### config.mk
export PLATFORM = sky130hd
export DESIGN_NAME = inst_fetch
export DESIGN_NICKNAME = d
export VERILOG_FILES = /design/src/rtl/inst_fetch_pkg.sv /design/src/rtl/fetch_buffer.sv /design/src/rtl/inst_fetch.sv
export SDC_FILE = /design/constraint.sdc
export NUM_CORES = 1
export LEC_CHECK = 0
export CORE_ASPECT_RATIO = 0.8
export CORE_MARGIN = 2
export CORE_UTILIZATION = 45
export CTS_CLUSTER_SIZE = 12
export DETAILED_ROUTE_END_ITERATION = 10
export GPL_TIMING_DRIVEN = 0
export PLACE_DENSITY = 0.81
export SLEW_MARGIN = 15
export SYNTH_ARGS = -nofsm -noshare
export SYNTH_HDL_FRONTEND = slang
export SYNTH_SLANG_ARGS = --single-unit
export TNS_END_PERCENT = 1
### constraint.sdc
create_clock -name clk -period 8.8 [get_ports clk]
set_clock_uncertainty 0.15 [all_clocks]
set_input_delay 2.64 -clock clk [delete_from_list [all_inputs] [get_ports clk]]
set_output_delay 2.64 -clock clk [all_outputs]
set_load 0.02 [all_outputs]
### src/rtl/inst_fetch_pkg.sv
// Shared definitions for the instruction-fetch front end: fetch state encoding,
// datapath widths and the default halt word.
package inst_fetch_pkg;

   localparam int XLEN       = 32;
   localparam int INST_BYTES = 4;

   localparam logic [XLEN-1:0] DEFAULT_HALT_INST = 32'h0000_0000;

   typedef enum logic {
      FETCH  = 1'b0,
      HALTED = 1'b1
   } fetch_state_t;

   // Instruction addresses are word aligned; low bits of a target are dropped.
   function automatic logic [XLEN-1:0] align_pc(input logic [XLEN-1:0] addr);
      return {addr[XLEN-1:2], 2'b00};
   endfunction

endpackage

### src/rtl/fetch_buffer.sv
// Small circular FIFO holding {pc, instruction} pairs between fetch and decode.
// Pointers carry one extra wrap bit so full and empty are distinguishable.
module fetch_buffer #(
   parameter int DEPTH = 2,
   parameter int WIDTH = 64
) (
   input  logic             clk,
   input  logic             reset,
   input  logic             flush,
   input  logic             push,
   input  logic [WIDTH-1:0] push_data,
   input  logic             pop,
   output logic [WIDTH-1:0] head_data,
   output logic             empty,
   output logic             full
);

   localparam int AW = $clog2(DEPTH);
   localparam logic [AW:0] PTR_ONE = 1;

   logic [AW:0]      wr_ptr;
   logic [AW:0]      rd_ptr;
   logic [WIDTH-1:0] mem [DEPTH];

   assign empty     = (wr_ptr == rd_ptr);
   assign full      = (wr_ptr[AW] != rd_ptr[AW]) && (wr_ptr[AW-1:0] == rd_ptr[AW-1:0]);
   assign head_data = mem[rd_ptr[AW-1:0]];

   // Flush outranks any same-cycle push or pop.
   always_ff @(posedge clk) begin
      if (reset || flush) begin
         wr_ptr <= '0;
         rd_ptr <= '0;
      end else begin
         if (push) wr_ptr <= wr_ptr + PTR_ONE;
         if (pop)  rd_ptr <= rd_ptr + PTR_ONE;
      end
   end

   // When full, the write slot is the head slot; a simultaneous pop has already
   // consumed the old head through head_data before this edge overwrites it.
   always_ff @(posedge clk) begin
      if (push && !reset && !flush) mem[wr_ptr[AW-1:0]] <= push_data;
   end

endmodule

### src/rtl/inst_fetch.sv
// Instruction-fetch front end: PC, FETCH/HALTED state machine, halt detection and
// redirect handling around fetch_buffer. INST_FETCH_PERF_CNT_EN adds perf counters.
module inst_fetch
   import inst_fetch_pkg::*;
#(
   parameter logic [31:0] RESET_PC  = 32'h0000_0000,
   parameter int          BUF_DEPTH = 2,
   parameter logic [31:0] HALT_INST = DEFAULT_HALT_INST
) (
   input  logic        clk,
   input  logic        reset,
   output logic [31:0] op_inst_addr,
   input  logic        ip_inst_valid,
   input  logic [31:0] ip_inst_from_imem,
   input  logic        ip_redirect,
   input  logic [31:0] ip_redirect_pc,
   input  logic        ip_stall,
   output logic        op_inst_valid,
   output logic [31:0] op_inst,
   output logic [31:0] op_inst_pc,
   output logic        op_halted
`ifdef INST_FETCH_PERF_CNT_EN
   ,
   output logic [31:0] op_fetch_count,
   output logic [31:0] op_bubble_count
`endif
);

   // Handshake: an entry moves to decode on every cycle where op_inst_valid is 1
   // and ip_stall is 0; a redirect in that cycle cancels the transfer.

   fetch_state_t      state;
   logic [XLEN-1:0]   pc;
   logic              push;
   logic              pop;
   logic              buf_empty;
   logic              buf_full;
   logic [2*XLEN-1:0] head_data;

   assign op_inst_addr  = pc;
   assign op_inst_valid = !buf_empty;
   assign op_inst       = buf_empty ? '0 : head_data[XLEN-1:0];
   assign op_inst_pc    = buf_empty ? '0 : head_data[2*XLEN-1:XLEN];
   assign op_halted     = (state == HALTED) && buf_empty;

   assign pop  = op_inst_valid && !ip_stall;
   assign push = (state == FETCH) && ip_inst_valid && (!buf_full || pop);

   fetch_buffer #(
      .DEPTH (BUF_DEPTH),
      .WIDTH (2 * XLEN)
   ) u_buf (
      .clk       (clk),
      .reset     (reset),
      .flush     (ip_redirect),
      .push      (push),
      .push_data ({pc, ip_inst_from_imem}),
      .pop       (pop),
      .head_data (head_data),
      .empty     (buf_empty),
      .full      (buf_full)
   );

   // The halt word is still enqueued, but the PC stays on its address.
   always_ff @(posedge clk) begin
      if (reset) begin
         state <= FETCH;
         pc    <= RESET_PC;
      end else if (ip_redirect) begin
         state <= FETCH;
         pc    <= align_pc(ip_redirect_pc);
      end else if (push) begin
         if (ip_inst_from_imem == HALT_INST) state <= HALTED;
         else                                pc    <= pc + 32'(INST_BYTES);
      end
   end

`ifdef INST_FETCH_PERF_CNT_EN
   always_ff @(posedge clk) begin
      if (reset) begin
         op_fetch_count  <= '0;
         op_bubble_count <= '0;
      end else begin
         if (push) op_fetch_count <= op_fetch_count + 32'd1;
         if ((state == FETCH) && !op_inst_valid) op_bubble_count <= op_bubble_count + 32'd1;
      end
   end
`endif

endmodule

==> impl_metrics.ini <==
[run_status]
status = completed

[worst_setup_path]
path_cells = buf_2 -> xor2_1 -> nor2_1 -> clkbuf_1 -> clkbuf_1 -> nor2_1 -> clkdlybuf4s50_1
critPathMaxStageDelay_ps = 570
required_ps = 6010
regToRegSetupSlack_ps = 5510
critPathLaunchType = flip-flop
reg2reg_depth = 8
critPathSlowestCell = clkbuf_1
crit_type = flip-flop to output port
cp_max_fo = 10
critPathArrivalTime_ps = 2940
end_kind = output port
rr_endpoint = u_buf.mem[0][8]
r2r_start = u_buf.wr_ptr[0]
endpoint = op_inst_pc[24]
startpoint = u_buf.wr_ptr[0]

[logic_synthesis]
synth-seq-cells = 160
yosysTopAreaCell = edfxtp_1
synth_edf_count = 124
synth.avg_cell_area_um2 = 12.92
netlist.area_leader.share_pct = 54.60
synthTopCellsByCount = 124 x edfxtp_1, 100 x nor2_1, 65 x mux2i_1
synth.most_common_cell = edfxtp_1
netlist_area_mm2 = 0.006820
synthTopCellsByArea = edfxtp_1 55%, dfxtp_1 11%, mux2i_1 9.5%
ys_seq_area_share_pct = 65.16
ys_warn_count = 0
ys_types = 46
synth_ff_type = edfxtp_1
syn_inst = 528
async_flop_share_pct = 0

[floorplanning]
boundaryPins = 167
design.core.area_mm2 = 0.01491
start_util_pct = 45.73
rows = 40
die_y_um = 114.1
chipWidth_um = 141.6
fp.dieArea_mm2 = 0.01616

[placed_design]
pre_cts_ws_ps = 2857
gp_congestion = 0.8511
numPortBuffers = 159
dp_hpwl_mm = 11.95

[clocking]
numCtsBuffers = 17
h-tree-depth = 4
post_cts_buffers = 0
cts_tree = yes
root_buffer = clkbuf_16
cts-resized-gates = 0
clk_transition_reported_paths_ps = 60
clock_latency_ps = 420
cts_hold_buf = 0
clockBufferDepth = 2
cts_num_sinks = 160

[cells_and_area]
area_growth_pct = 36.49
layout.nets = 786
n_antenna_cell = 0
drive_gt1_share_pct = 7.143
n_fill_cell = 1127

[global_route]
grt_pass1_wl_mm = 26.43
first_global_vias = 4968
gr-total-overflow = 0
track_usage_pct = 21.37
antenna_found_initial = 0
grt_max_degree = 52

[power]
p_leak_uw = 0.003006
irDropWorstVdd_v = 0.0001418
power_density_mw_per_mm2 = 189.6

[drt]
dr_wl_met2_mm = 8.094
detail_route.wirelength_mm = 16.87
wl_met3_mm = 1.253
drt_iter0_drc = 404
vias = 5051
viasPerCell = 5.508
routed.top_layer = met4
ant_nets = 0
first_pass_iters = 5
drc_errors = 0
wl_per_cell_um = 18.40
m1WireLength_mm = 7.379

[timing]
tightestPinTransition_ps = 754.6
hold_viol_final = 0
final_critical_path_setup_slack_ps = 3072
slew_viol_final = 0
tns_ps = 0
period_needed_ps = 5728
post-route-period-util_pct = 65.09
setup_viol = 0
hold_slack_ps = 386.1
rsz0062_at_grt = false
fmax_mhz = 174.6
timing.slew.headroom_pct = 49.64

[flow_run]
cap_violations = 0

[worst_hold_path]
hold_class = flip-flop to flip-flop
-- state kept, by name, summed over array words and instances, names as in the netlist, named ones only --
| name | count |
|---|---|
| op_inst_addr | 30 |
| u_buf.wr_ptr | 2 |
| u_buf.rd_ptr | 2 |
| state | 1 |
| u_buf.mem | 124 |
-- worst max-delay path, delay by kind of cell, from the launching register on --
kind / cells / cell delay (ps)
simple gates: 2 / 300
buf+inv: 4 / 1740
flops: 1 / 300
xor+xnor: 1 / 170
-- placed cells by master, fill, tap and decap left out, drive strengths merged, types with 2 or more instances in the layout --
| cell | netlist | routed |
|---|---|---|
| a211oi | 10 | 10 |
| nand4 | 9 | 9 |
| nand3 | 6 | 6 |
| inv | 6 | 7 |
| clkinv | 1 | 7 |
| edfxtp | 124 | 124 |
| o2111ai | 8 | 8 |
| o31ai | 4 | 4 |
| nor4 | 14 | 14 |
| mux2i | 65 | 65 |
| clkinvlp | 0 | 5 |
| o211ai | 2 | 2 |
| a311oi | 4 | 4 |
| buf | 14 | 21 |
| and4 | 2 | 2 |
| conb | 1 | 4 |
| nand2b | 4 | 4 |
| o31a | 5 | 5 |
| xor2 | 12 | 12 |
| dfxtp | 36 | 36 |
| bufinv | 0 | 2 |
| and3 | 4 | 4 |
| or4 | 4 | 4 |
| or3 | 2 | 2 |
| nor3 | 3 | 3 |
| xnor2 | 5 | 5 |
| o21ai | 9 | 9 |
| a21oi | 3 | 3 |
| clkdlybuf4s50 | 0 | 159 |
| nor2 | 100 | 100 |
| nor3b | 4 | 4 |
| or4b | 4 | 4 |
| o311a | 4 | 4 |
| o2111a | 7 | 7 |
| o21a | 4 | 4 |
| clkbuf | 20 | 37 |
| nand2 | 22 | 22 |
-- layer usage --
layer | vias up | global-route usage, %
met3 | 14 | 4.893
met1 | 2417 | 28.99
li1 | 2360 | -
met5 | - | 0
met2 | 260 | 34.89
met4 | 0 | 6.067
-- area by class of cell --
cell class | instances | area (um^2) | area share, %
sequential | 160 | 4444 | 47.74
multi-input combinational | 330 | 2222 | 23.87
timing repair buffer | 166 | 1664 | 17.88
clock buffer | 17 | 425.4 | 4.570
tap | 189 | 236.5 | 2.540
buffer | 34 | 146.4 | 1.573
clock inverter | 14 | 143.9 | 1.546
inverter | 7 | 26.28 | 0.2823
-- through the flow --
stage / power, uW / cell area [um^2] / utilization, % / cells
2_1_floorplan: 964.3 / 6832 / - / 531
3_5_place_dp: 1074 / 8740 / 58.60 / 886
5_1_grt: 1827 / 9309 / 62.42 / 917
3_3_place_gp: 1069 / 8660 / 58.06 / 879
6_report: 1765 / 9309 / 62.42 / 917
4_1_cts: 1777 / 9309 / 62.42 / 917
-- cells by family (layout without fill, tap and decap cells) --
group / count (synthesis) / after routing / synth area share [%]
and+or+nand+nor: 180 / 180 / 12.66
DFF: 160 / 160 / 65.16
muxes: 65 / 65 / 9.539
AOI/OAI and AO/OA: 63 / 63 / 7.687
buffers and inverters: 41 / 238 / 2.532
xor gates and xnor gates: 17 / 17 / 2.183
adders and majority gates: 1 / 1 / 0.1834
other: 1 / 4 / 0.05498
-- how the worst min path moves through the flow --
stage	start	to	slack (ps)	cells past startpoint
after global routing	op_inst_addr[10]	u_buf.mem[0][42]	400	0
after floorplan	state	state	340	2
after CTS	op_inst_addr[19]	u_buf.mem[0][51]	390	0
after detailed placement	op_inst_addr[19]	u_buf.mem[0][51]	380	0
final	op_inst_addr[31]	u_buf.mem[0][63]	390	0
after global placement	op_inst_addr[19]	u_buf.mem[0][51]	360	0
-- report_power, final --
group | leakage (uW) | internal, uW | total [uW] | switching, uW
combinational | 0.00131 | 95.5 | 199 | 104
clock | 0.000260 | 414 | 707 | 293
sequential | 0.00143 | 837 | 859 | 21.6
(Power assumes the default switching activity.)
